==> config.mk <==
export PLATFORM = sky130hd
export DESIGN_NAME = pe_retry_fifo
export DESIGN_NICKNAME = d
export VERILOG_FILES = /design/src/rtl/pe_retry_fifo.sv
export SDC_FILE = /design/constraint.sdc
export NUM_CORES = 1
export LEC_CHECK = 0
export CAP_MARGIN = 5
export CORE_MARGIN = 5
export CORE_UTILIZATION = 50
export CTS_BUF_LIST = sky130_fd_sc_hd__clkbuf_4
export DETAILED_ROUTE_END_ITERATION = 16
export MAX_ROUTING_LAYER = met4
export PLACE_DENSITY = 0.72
export SETUP_SLACK_MARGIN = 0.1
export SLEW_MARGIN = 5
export SYNTH_ARGS = -nofsm -noshare
export SYNTH_HDL_FRONTEND = slang
export SYNTH_SLANG_ARGS = --single-unit
==> constraint.sdc <==
create_clock -name clk -period 6.95 [get_ports clk]
set_input_delay 1.39 -clock clk [delete_from_list [all_inputs] [get_ports clk]]
set_output_delay 1.39 -clock clk [all_outputs]
set_load 0.02 [all_outputs]
==> src/rtl/pe_retry_fifo.sv <==
// pe_retry_fifo: bumps leaf/data of each arriving leaf packet, queues it, and offers it to the
// network from a holding register that retries until the network stops asserting resend.
module pe_retry_fifo #(
    parameter int num_leaves = 256,
    parameter int payload_sz = 43,
    parameter int p_sz = 52,
    parameter int fifo_depth = 8
) (
    input  logic clk,
    input  logic reset,
    input  logic [p_sz-1:0] interface_pe,
    input  logic resend,
    output logic [p_sz-1:0] pe_interface,
    output logic [$clog2(fifo_depth+1)-1:0] fifo_count,
    output logic [15:0] drop_count,
    output logic overflow,
    output logic busy
);
    localparam int L = $clog2(num_leaves);
    localparam int AW = $clog2(fifo_depth);
    localparam int CW = $clog2(fifo_depth + 1);

    if (payload_sz != p_sz - 1 - L || 2 * L + 33 > p_sz || fifo_depth < 2 || fifo_depth > 64
        || (fifo_depth & (fifo_depth - 1)) != 0) begin : g_param_check
        $error("pe_retry_fifo: inconsistent parameters");
    end

    typedef enum logic {IDLE, HOLD} state_t;

    state_t state;
    logic [p_sz-1:0] mem [fifo_depth];
    logic [p_sz-1:0] xf;
    logic [AW-1:0] wp, rp;
    logic full, empty, pop, push, drop;

    always_comb begin
        xf = interface_pe;
        xf[p_sz-1] = 1'b1;
        xf[p_sz-2 -: L] = interface_pe[p_sz-2 -: L] + L'(1);
        xf[31:0] = interface_pe[31:0] + 32'd1;
    end

    assign full = fifo_count == CW'(fifo_depth);
    assign empty = fifo_count == '0;
    // A pop frees a slot at the same edge, so a full FIFO still takes the arriving packet.
    assign pop = !empty && (state == IDLE || !resend);
    assign push = interface_pe[p_sz-1] && (!full || pop);
    assign drop = interface_pe[p_sz-1] && full && !pop;
    assign busy = !empty || pe_interface[p_sz-1];

    always_ff @(posedge clk)
        if (push) mem[wp] <= xf;

    always_ff @(posedge clk or posedge reset) begin
        if (reset) begin
            state <= IDLE;
            pe_interface <= '0;
            fifo_count <= '0;
            drop_count <= '0;
            overflow <= 1'b0;
            wp <= '0;
            rp <= '0;
        end else begin
            if (push) wp <= wp + AW'(1);
            if (pop) rp <= rp + AW'(1);
            fifo_count <= fifo_count + CW'(push) - CW'(pop);
            overflow <= drop;
            if (drop && drop_count != 16'hFFFF) drop_count <= drop_count + 16'd1;
            state <= (pop || (state == HOLD && resend)) ? HOLD : IDLE;
            if (pop) pe_interface <= mem[rp];
            else if (state == HOLD && !resend) pe_interface <= '0;
        end
    end
endmodule

==> results.py, run 1 <==
metrics = {
    "synth": {
        "syn_area_um2": 19200,
        "yosys-top-cells-area": "edfxtp_1 64%, mux4_2 12%, dfrtp_1 10%, mux2i_1 2.7%, o2bb2ai_1 2.3%",
        "synth_top_area_frac": 0.640,
        "yosysMostFrequentCell": "edfxtp_1",
        "synth_mux_area_frac": 0.149,
        "synth-edff-count": 408,
        "ys_ff_latch": 488,
        "syn_avg_cell_area_um2": 20.2,
        "synthFlopType": "edfxtp_1",
        "synth-simple-area-share": 0.0342,
        "synth-seq-area-share": 0.744,
        "yosys_warnings": 0,
        "yosys.area.top_type": "edfxtp_1",
        "synth_fa_ha_area_frac": 0.00823,
        "synth_common_cells": "408 x edfxtp_1, 102 x mux4_2, 80 x dfrtp_1",
        "synth_compound_area_frac": 0.0272,
        "syn-num-nets": 1013,
        "netlist-cell-type-count": 41,
        "synth_top_family_by_area": "multiplexers",
        "yosys.area_share.xor_xnor": 0.0242,
        "async_flop_share": 0.164,
        "syn_inst": 946,
    },
    "cells_and_area": {
        "utilization": 0.601,
        "n_fill_cell": 2784,
        "layout-drive-gt1-share": 0.272,
        "nNetsFinal": 1240,
        "area_delta_synth_final_pct": 18.6,
    },
    "power": {
        "powerDensity_nw_per_um2": 394,
        "switching_power_uw": 2700,
        "power_leakage_uw": 0.00789,
        "cell_internal_pwr_uw": 6240,
        "vdd_drop_max_mv": 0.259,
        "power_frac_comb": 0.284,
        "power_frac_clock": 0.260,
        "seqPwrFrac": 0.455,
        "switching_share": 0.303,
    },
    "worst_setup_path": {
        "crit_path_max_incr_delay_ns": 0.54,
        "crit_chain": "inv_1, ha_1, nand2_1, or2_2, clkdlybuf4s50_1",
        "startpoint_type": "register",
        "end_kind": "primary output",
        "crit_type": "reg2out",
        "worstPathArrival_ns": 2.49,
        "worstPathRequired_ns": 5.56,
        "path_max_fanout": 4,
        "r2r_slack_ns": 3.55,
        "crit_slowest_cell": "clkdlybuf4s50_1",
    },
    "die": {
        "ios": 129,
        "die_h_um": 206,
        "num_rows": 71,
        "initial_core_util": 0.507,
        "die_w_um": 206,
        "dieArea_um2": 42300,
        "core_area_um2": 37800,
    },
    "clock_network": {
        "cts.path.max_buffers": 3,
        "clockRootBuffer": "clkbuf_4",
        "worst_skew_pair.late_latency_ns": 0.77,
        "htreeDepth": 3,
        "cts_resized": 0,
        "path_clk_slew_ns": 0.07,
        "numCtsBuffers": 118,
        "cts.hold.buffers_added": 0,
        "cts.sinks": 488,
        "post_cts_buffers": 0,
        "tritoncts": "done",
    },
    "sta": {
        "skew_ns": 0.0431,
        "setup-tns-final_ns": 0,
        "finalHoldViolCount": 0,
        "relSlewSlack": 0.290,
        "worstMarginPinSlew_ns": 1.06,
        "drv_slew": 0,
        "period_minus_slack_ns": 3.88,
        "max_freq_mhz": 258,
        "setup_viol": 0,
        "min_period_over_period": 0.558,
        "grt_setup_unrepaired": "no",
    },
    "status": {
        "outcome": "complete, no violations",
    },
    "placement": {
        "place.gp.congestion": 0.854,
        "numPortBuffers": 128,
        "dp_hpwl_um": 22300,
    },
    "hold_path": {
        "hold_class": "reg2reg",
    },
    "grt": {
        "antenna_found_initial": 1,
        "grt_usage": 0.196,
        "grt_pass1_vias": 10600,
        "grt_overflow": 0,
        "grt_pass1_wl_um": 60900,
        "grt_max_degree": 57,
    },
    "route": {
        "wl_per_cell_um": 21.9,
        "drt_iter0_markers": 647,
        "route.detailed.drc": 0,
        "firstDrtPassIters": 7,
        "drtAntennaViolNets": 0,
        "routed_wl_um": 39200,
        "vias": 9868,
        "post_drt_via_cell_ratio": 5.51,
    },
    "run": {
        "maxCapViolCount": 0,
    },
}
metal layers:
| metal | vias to the layer above | wire (um) | global-route usage |
|---|---|---|---|
| met5 | - | 0 | - |
| met4 | 0 | 672 | 0.0615 |
| met3 | 56 | 2540 | 0.0403 |
| met2 | 336 | 19500 | 0.307 |
| met1 | 5051 | 16500 | 0.263 |
| li1 | 4425 | - | - |
kinds of logic (layout without fill, tap and decap cells):
kind of cell | count (synthesis) | count (layout)
XOR/XNOR | 53 | 53
AO/OA/AOI/OAI | 63 | 63
multiplexers | 158 | 158
other | 0 | 1
buffers and inverters | 59 | 391
adder cells (fa/ha/maj) | 12 | 12
AND/OR/NAND/NOR | 113 | 113
flip-flops | 488 | 488
worst max-delay path, delay by kind of cell (launching register included):
kind,cells,cell delay [ns]
buffers and inverters,2,0.65
and+or+nand+nor,2,0.47
DFF,1,0.40
adders and majority gates,1,0.20
registers in the layout, summed over array words and instances (netlist names):
register / count
mem: 408
pe_interface: 52
drop_count: 16
fifo_count: 4
rp: 3
wp: 3
overflow: 1
state: 1
final cells by class:
cell class	count	area, um2	share of cell area
diodes	1	2.50	0.000110
clock buffers	191	1430	0.0631
clock inverters	34	133	0.00584
inverters	17	65.1	0.00287
multi-input cells	399	4730	0.208
flip-flops and latches	488	14300	0.628
well taps	511	639	0.0282
repair buffers	149	1440	0.0634
power groups by stage:
stage                     clock (uW)  combinational, uW  sequential [uW]
after floorplan                    0               1600             4190
after global placement             0               2570             4120
after detailed placement           0               2600             4130
after CTS                       2390               2600             4080
after global routing            2570               2750             4130
final                           2330               2540             4070
final timing paths:
kind,startpoint,end,cells after the start
worst max-delay path,fifo_count[2],busy,5
worst min-delay path,pe_interface[37],pe_interface[37],1
worst max register to register,fifo_count[2],mem[6][49],7
worst min register to register,pe_interface[37],pe_interface[37],1
max in group asynchronous,reset,rp[1],3
min in group asynchronous,reset,pe_interface[17],2
per-stage QoR:
stage	hold WS, ns	setup WS [ns]	area [um2]	power, uW	std cells
final	0.491	3.07	22700	8940	1790
after global routing	0.504	2.86	22700	9450	1790
after CTS	0.493	2.96	22700	9070	1789
after detailed placement	0.475	2.35	21100	6730	1564
after global placement	0.472	2.36	21100	6690	1564
after floorplan	0.476	0.788	19200	5790	946
layout by cell type, fill, tap and decap left out, types with 13 or more instances in the layout:
master and n:
buf_4 21, xnor2_1 38, xor2_1 15, inv_1 16, nand3_1 21, clkbuf_4 191, nand4_1 13, nand2_1 23
dfrtp_1 77, clkinv_1 26, mux4_2 102, clkdlybuf4s50_1 128, edfxtp_1 408, o2bb2ai_1 51, mux2i_1 52
Note: power is estimated with default switching activity, not from simulation.
==> run 2, diff against run 1 <==
Clock period 6.95 ns to 3.3 ns, I/O delays scaled along.
==> run 2 against run 1 <==
  * Combinational power up 120%
  * Clock skew grew 0.013 ns
  * Sequential power grew 110%
  * Via count grew 1.6%
  * Critical path type unchanged
==> results.py, run 2 (synthesized netlist as in run 1, its figures left out) <==
metrics = {
    "clock_network": {
        "clockRootBuffer": "clkbuf_4",
        "numCtsBuffers": 118,
        "path_clk_slew_ns": 0.07,
        "worst_skew_pair.late_latency_ns": 0.80,
        "tritoncts": "done",
        "post_cts_buffers": 0,
        "cts.sinks": 488,
        "cts.path.max_buffers": 3,
        "htreeDepth": 3,
    },
    "route": {
        "drt_iter0_markers": 805,
        "drtAntennaViolNets": 0,
        "wl_per_cell_um": 22.0,
        "firstDrtPassIters": 5,
        "vias": 10000,
        "routed_wl_um": 39800,
        "route.detailed.drc": 0,
        "post_drt_via_cell_ratio": 5.55,
    },
    "hold_path": {
        "hold_class": "in2async",
    },
    "grt": {
        "grt_max_degree": 54,
        "grt_pass1_vias": 10600,
        "grt_usage": 0.199,
        "grt_overflow": 0,
        "antenna_found_initial": 3,
        "grt_pass1_wl_um": 61800,
    },
    "cells_and_area": {
        "nNetsFinal": 1256,
        "layout-drive-gt1-share": 0.290,
        "layout.cells.non_filler": 1808,
        "largest_register_ffs": 408,
        "regMostFlops": "mem",
        "reg_top3": "mem (408), pe_interface (52), drop_count (16)",
        "utilization": 0.612,
        "final_cell_mix": "408 x edfxtp_1, 196 x clkbuf_4, 127 x clkdlybuf4s50_1",
        "layout_commonest_cell": "edfxtp_1",
        "area_delta_synth_final_pct": 20.7,
    },
    "sta": {
        "min_period_over_period": 0.887,
        "setup_viol": 0,
        "hold_ws_ns": 0.260,
        "relSlewSlack": 0.432,
        "max_freq_mhz": 342,
        "grt_setup_unrepaired": "no",
        "period_minus_slack_ns": 2.93,
        "finalHoldViolCount": 0,
        "skew_ns": 0.0564,
        "drv_slew": 0,
        "worstMarginPinSlew_ns": 0.851,
    },
    "worst_setup_path": {
        "worstPathRequired_ns": 2.64,
        "rr_endpoint": "pe_interface[3]",
        "ff2ff_path_depth": 4,
        "r2r_slack_ns": 0.88,
        "worstPathArrival_ns": 2.27,
        "timing.rr.start": "rp[1]",
        "end_kind": "primary output",
        "path_max_fanout": 6,
        "startpoint_type": "register",
        "crit_type": "reg2out",
    },
    "run": {
        "maxCapViolCount": 0,
    },
    "power": {
        "powerDensity_nw_per_um2": 834,
        "power_leakage_uw": 0.00804,
        "finalPower_uw": 19300,
        "vdd_drop_max_mv": 0.457,
    },
    "status": {
        "outcome": "complete, no violations",
    },
    "placement": {
        "dp_cells": 1580,
        "dp_hpwl_um": 23100,
        "numPortBuffers": 128,
        "place.gp.congestion": 0.821,
    },
    "die": {
        "initial_core_util": 0.507,
        "die_h_um": 206,
        "num_rows": 71,
        "ios": 129,
        "die_w_um": 206,
        "core_area_um2": 37800,
        "dieArea_um2": 42300,
    },
}
[run 2: changes by cell type in the layout (fill, tap and decap cells not counted), sizes merged]
| cell | delta |
|---|---|
| buf | +16 |
| bufinv | +1 |
| clkbuf | +5 |
| clkdlybuf4s50 | -1 |
| clkinv | -8 |
| diode | +4 |
| dlygate4sd2 | +1 |
[run 2: per-layer routing]
layer | share of wire | global-route usage | up-vias
li1 | - | - | 4459
met2 | 0.48 | 0.301 | 335
met3 | 0.064 | 0.0429 | 61
met1 | 0.43 | 0.277 | 5175
met5 | 0 | - | -
met4 | 0.018 | 0.0627 | 0
[run 2: worst max path at each step]
| stage | to | start | slack, ns | cells past startpoint |
|---|---|---|---|---|
| final | busy | fifo_count[1] | 0.37 | 4 |
| after global routing | busy | fifo_count[1] | 0.17 | 4 |
| after CTS | busy | fifo_count[1] | 0.27 | 4 |
| after detailed placement | mem[6][31] | interface_pe[5] | 0.07 | 7 |
| after global placement | mem[4][29] | interface_pe[5] | 0.20 | 7 |
| after floorplan | mem[0][0] | resend | -0.01 | 4 |
[run 2: timing repair]
item | 4_1_cts | 5_1_grt
endpoints found under the setup margin | 1 | 0
hold buffers | 0 | 0
resized for setup | 2 | 0
[run 2: critical path, stage by stage (launching register included)]
cell and delay (ns):
dfrtp_1 0.47, nor2_2 0.21, nand2_1 0.19, or2_2 0.32, dlygate4sd2_1 0.33
[run 2: per-stage QoR]
step                      setup slack, ns  cell area (um2)  TNS [ns]
after floorplan                   -0.0102            19300    -0.522
after global placement              0.203            21500         0
after detailed placement           0.0680            21500         0
after CTS                           0.275            23100         0
after global routing                0.170            23100         0
final                               0.374            23100         0
[run 2: power by group]
group          total [uW]  internal, uW  switching [uW]
registers            8670          7890             781
logic                5530          2780            2750
clock network        5070          2760            2320
[run 2: area by class of cell]
type	instances	area, um2
Fill cell	2756	14600
Multi-Input combinational cell	399	4790
Inverter	17	67.6
Clock inverter	27	140
Timing Repair Buffer	165	1720
Clock buffer	196	1470
Tap cell	511	639
Sequential cell	488	14300
Antenna cell	5	12.5
==> RTL change 1: new RTL, settings of run 2 <==
The output `overflow` loses its register stage (`overflow` becomes a continuous assignment).
--- a/src/rtl/pe_retry_fifo.sv
+++ b/src/rtl/pe_retry_fifo.sv
@@ -57,19 +57,19 @@
             pe_interface <= '0;
             fifo_count <= '0;
             drop_count <= '0;
-            overflow <= 1'b0;
             wp <= '0;
             rp <= '0;
         end else begin
             if (push) wp <= wp + AW'(1);
             if (pop) rp <= rp + AW'(1);
             fifo_count <= fifo_count + CW'(push) - CW'(pop);
-            overflow <= drop;
             if (drop && drop_count != 16'hFFFF) drop_count <= drop_count + 16'd1;
             state <= (pop || (state == HOLD && resend)) ? HOLD : IDLE;
             if (pop) pe_interface <= mem[rp];
             else if (state == HOLD && !resend) pe_interface <= '0;
         end
     end
+
+    assign overflow = drop;
 endmodule
 
Function: same outputs for any inputs over 4 cycles, from zero or initial values and one cycle with reset high; that may be too few to reach the edited logic, so the function may still have changed.
==> RTL change 1 against run 2 <==
Power down 0.58%; non-clock buffer count up 2; synthesized area down 0.13%; cell area about the same; worst hold slack worse by 61 ps; sequential share of layout area down 0.065 points; wire length down 1.6%; sequential cell count down 1; register-to-register slack better by 40 ps; die area down 0.13%; setup slack worse by 3.9 ps; global-route usage down 0.14 points; combinational power up 3%; highest routed layer unchanged; clock skew down 19 ps.
==> RTL change 1: results (changes against run 2) <==
----------------------------------------------------
[Drt]
  DRT iter0 DRCs ... 764 (was 805)
  Met2 routed WL ... 19.1 mm (was 19.2 mm)
  Length of routed met3 wiring ... 2.80 mm (was 2.53 mm)
  Post-DR wirelength/cell ... 21.6 um (was 22.0 um)
  Detailed-route via count ... 9914 (was 10030)
  Sum of routed wire segments on met1 ... 16.7 mm (was 17.3 mm)

[Placed design]
  Cell count after placement ... 1581 (was 1580)
  Dpl cell area ... 0.0215 mm^2 (about the same)
  Setup slack at placement ... 93.3 ps (was 68.0 ps)
  GPL Wtd Cong ... 0.817 (was 0.821)

[Yosys]
  Adder-cell share of the synthesized area ... 0.824% (was 0.823%)
  Compound-gate portion of the synthesized area ... 2.73% (was 2.72%)
  Cell count after synthesis ... 945 (was 946)
  Mux contribution to synthesized area ... 15.0% (was 14.9%)
  Leading post-synthesis cells by cell area ... sky130_fd_sc_hd__edfxtp_1 64%, sky130_fd_sc_hd__mux4_2 12%, sky130_fd_sc_hd__dfrtp_1 10% (unchanged)
  Synth async-reset ratio ... 16.2% (was 16.4%)
  Synthesized net count ... 1012 (was 1013)
  Sequential area share after synthesis ... 74.4% (about the same)
  Top cell types by occurrence after synthesis ... 408 x sky130_fd_sc_hd__edfxtp_1, 102 x sky130_fd_sc_hd__mux4_2, 79 x sky130_fd_sc_hd__dfrtp_1 (was 408 x sky130_fd_sc_hd__edfxtp_1, 102 x sky130_fd_sc_hd__mux4_2, 80 x sky130_fd_sc_hd__dfrtp_1)
  XOR/XNOR share of the synthesized area ... 2.43% (was 2.42%)

[Cells and area]
  Fraction of layout cells with a size suffix above 1 ... 27.6% (was 29.0%)
  Final net count ... 1258 (was 1256)

[Global route]
  Global router's overall resource usage ... 19.8% (was 19.9%)
  Global routing usage on met3 ... 4.22% (was 4.29%)
  Initial antenna violation count ... 2 (was 3)
  Largest net degree at the start of global routing ... 52 (was 54)
  Met1 GRT Util ... 27.1% (was 27.7%)
  Wire length of the first global-routing pass ... 61.5 mm (was 61.8 mm)
  Via count of the first global-routing pass ... 10633 (was 10643)

[Timing]
  Largest clock skew in the final design ... 37.5 ps (was 56.4 ps)
  Tightest Pin Transition ... 774 ps (was 851 ps)

[Status]
  Outcome ... finished, final reports clean (unchanged)

[Clock network]
  Post-CTS Resized ... 3 (was 2)
  TritonCTS Buffers ... 119 (was 118)

[Power]
  Leakage Power ... 8.01 nW (was 8.04 nW)
  Switching component of the power ... 5.86 mW (was 5.85 mW)

[Worst setup path]
  Data arrival time of the critical path ... 2270 ps (about the same)

----------------------------------------------------
RTL change 1: power groups by stage:
stage          combinational [mW]  sequential (mW)  clock, mW
2_1_floorplan                3.42             8.79          0
3_3_place_gp                 5.75             8.62          0
3_5_place_dp                 5.80             8.65          0
4_1_cts                      5.82             8.54       5.08
5_1_grt                      6.12             8.66       5.47
6_report                     5.69             8.52       4.94
RTL change 1: worst paths after layout:
check,slack (ps),endpoint,cells after the start,from
worst min-delay path,200,drop_count[11],2,reset
worst max register to register,920,fifo_count[2],11,fifo_count[3]
min in group clk,490,pe_interface[42],1,pe_interface[42]
worst max-delay path,370,busy,4,fifo_count[1]
worst min register to register,490,pe_interface[42],1,pe_interface[42]
max in group asynchronous,2360,pe_interface[9],3,reset
RTL change 1: layout make-up:
class	instances	area (um^2)
flip-flops and latches	487	14200
fillers	2761	14700
diodes	2	5.00
inverters	17	68.8
clock buffers	168	1260
multi-input cells	399	4790
repair buffers	167	1780
clock inverters	57	305
well taps	511	639
==> RTL change 2: new RTL, flow settings as in run 2 <==
Without the edit above. The parameter `fifo_depth` goes from 8 to 4.
--- a/src/rtl/pe_retry_fifo.sv
+++ b/src/rtl/pe_retry_fifo.sv
@@ -4,7 +4,7 @@
     parameter int num_leaves = 256,
     parameter int payload_sz = 43,
     parameter int p_sz = 52,
-    parameter int fifo_depth = 8
+    parameter int fifo_depth = 4
 ) (
     input  logic clk,
     input  logic reset,
Interface: changed (resized fifo_count); port bits go from 129 to 128. The function was not compared with the original's and may differ.
==> RTL change 2 against run 2 <==
Wire length decreased by 41%; largest cell class unchanged; sequential cell count decreased by 207; cell count decreased by 37%; cell area decreased by 40%; synthesized area decreased by 42%; setup slack improved by 51 ps; critical path type unchanged; highest routed layer unchanged; largest power group unchanged; sequential power decreased by 39%; power decreased by 39%.
==> RTL change 2: results (changes against run 2) <==
----------------------------------------------------
[Status]
  Outcome ... finished, final reports clean (unchanged)

[Worst setup path]
  Standard cell with the maximum stage delay on the critical path ... sky130_fd_sc_hd__clkdlybuf4s50_1 (was sky130_fd_sc_hd__dfrtp_1)
  Data arrival time of the critical path ... 2210 ps (was 2270 ps)
  Startpoint of the lowest-slack register-to-register path ... fifo_count[1] (was rp[1])
  End of the worst register-to-register path ... pe_interface[32] (was pe_interface[3])
  Cell family with the largest share of critical-path delay ... buffers and inverters (was simple AND/OR/NAND/NOR gates)
  Worst-path fanout max ... 7 (was 6)
  Flop2flop setup slack ... 790 ps (was 880 ps)

[Global route]
  Wire length of the first global-routing pass ... 37.3 mm (was 61.8 mm)
  Global router's overall resource usage ... 19.1% (was 19.9%)
  Global Route met2 Usage ... 30.5% (was 30.1%)
  Initial antenna violation count ... 1 (was 3)
  Via count of the first global-routing pass ... 6888 (was 10643)
  Global routing usage on met3 ... 4.32% (was 4.29%)
  Met1 GRT Util ... 23.8% (was 27.7%)

[Clock network]
  Worst-Skew Late Latency ... 670 ps (was 800 ps)
  Post-CTS Resized ... 0 (was 2)

[Drt]
  Detailed-route via count ... 6408 (was 10030)
  Met2 routed WL ... 11.6 mm (was 19.2 mm)
  Vias per inst ... 5.63 (was 5.55)
  Length of routed met3 wiring ... 1.63 mm (was 2.53 mm)

[Yosys]
  Top cell types by occurrence after synthesis ... 204 x sky130_fd_sc_hd__edfxtp_1, 77 x sky130_fd_sc_hd__dfrtp_1, 51 x sky130_fd_sc_hd__a22o_1, 51 x sky130_fd_sc_hd__mux4_2, 32 x sky130_fd_sc_hd__xor2_1 (was 408 x sky130_fd_sc_hd__edfxtp_1, 102 x sky130_fd_sc_hd__mux4_2, 80 x sky130_fd_sc_hd__dfrtp_1)
  Number of distinct library cell variants in the gate-level netlist after synthesis ... 37 (was 41)
  Synthesized net count ... 673 (was 1013)
  Mapped Avg Cell Area ... 18.4 um^2 (was 20.2 um^2)
  Leading post-synthesis cells by cell area ... sky130_fd_sc_hd__edfxtp_1 55%, sky130_fd_sc_hd__dfrtp_1 17%, sky130_fd_sc_hd__mux4_2 10% (was sky130_fd_sc_hd__edfxtp_1 64%, sky130_fd_sc_hd__mux4_2 12%, sky130_fd_sc_hd__dfrtp_1 10%)

[Timing]
  Largest clock skew in the final design ... 43.4 ps (was 56.4 ps)
  Post-route worst hold slack ... 458 ps (was 260 ps)

[Placed design]
  Sum of net half-perimeters after detailed placement ... 13.8 mm (was 23.1 mm)
  Dpl cell area ... 0.0129 mm^2 (was 0.0215 mm^2)

[Power]
  Combinational group share of total power ... 29.6% (was 28.7%)
  Switching component of the power ... 3.57 mW (was 5.85 mW)
  Leakage Power ... 5.10 nW (was 8.04 nW)

[Cells and area]
  Final net count ... 865 (was 1256)

----------------------------------------------------
-- RTL change 2: how the worst max path moves through the flow --
stage | from | slack, ps | to
finish | fifo_count[1] | 430 | busy
CTS | fifo_count[1] | 180 | busy
floorplan | resend | 640 | mem[0][0]
global placement | resend | 340 | fifo_count[2]
detailed placement | resend | 280 | fifo_count[2]
global route | fifo_count[1] | 300 | busy
-- RTL change 2: area by class of cell --
cell class	instances	area, um^2
Inverter	12	46.3
Clock buffer	106	796
Timing Repair Buffer	141	1450
Sequential cell	281	8060
Antenna cell	1	2.50
Fill cell	1634	8060
Clock inverter	25	129
Multi-Input combinational cell	292	3000
Tap cell	280	350
-- RTL change 2: cell families (layout without fill, tap and decap cells) --
kind of cell / Yosys count / after routing / synth area share [%]
fa+ha+maj: 10 / 10 / 1.19
compound gates: 55 / 55 / 4.23
other cells: 0 / 1 / 0
mux: 54 / 54 / 10.6
flops: 281 / 281 / 72.2
buf+inv: 35 / 284 / 1.26
xor+xnor: 56 / 56 / 4.40
simple gates: 117 / 117 / 6.17
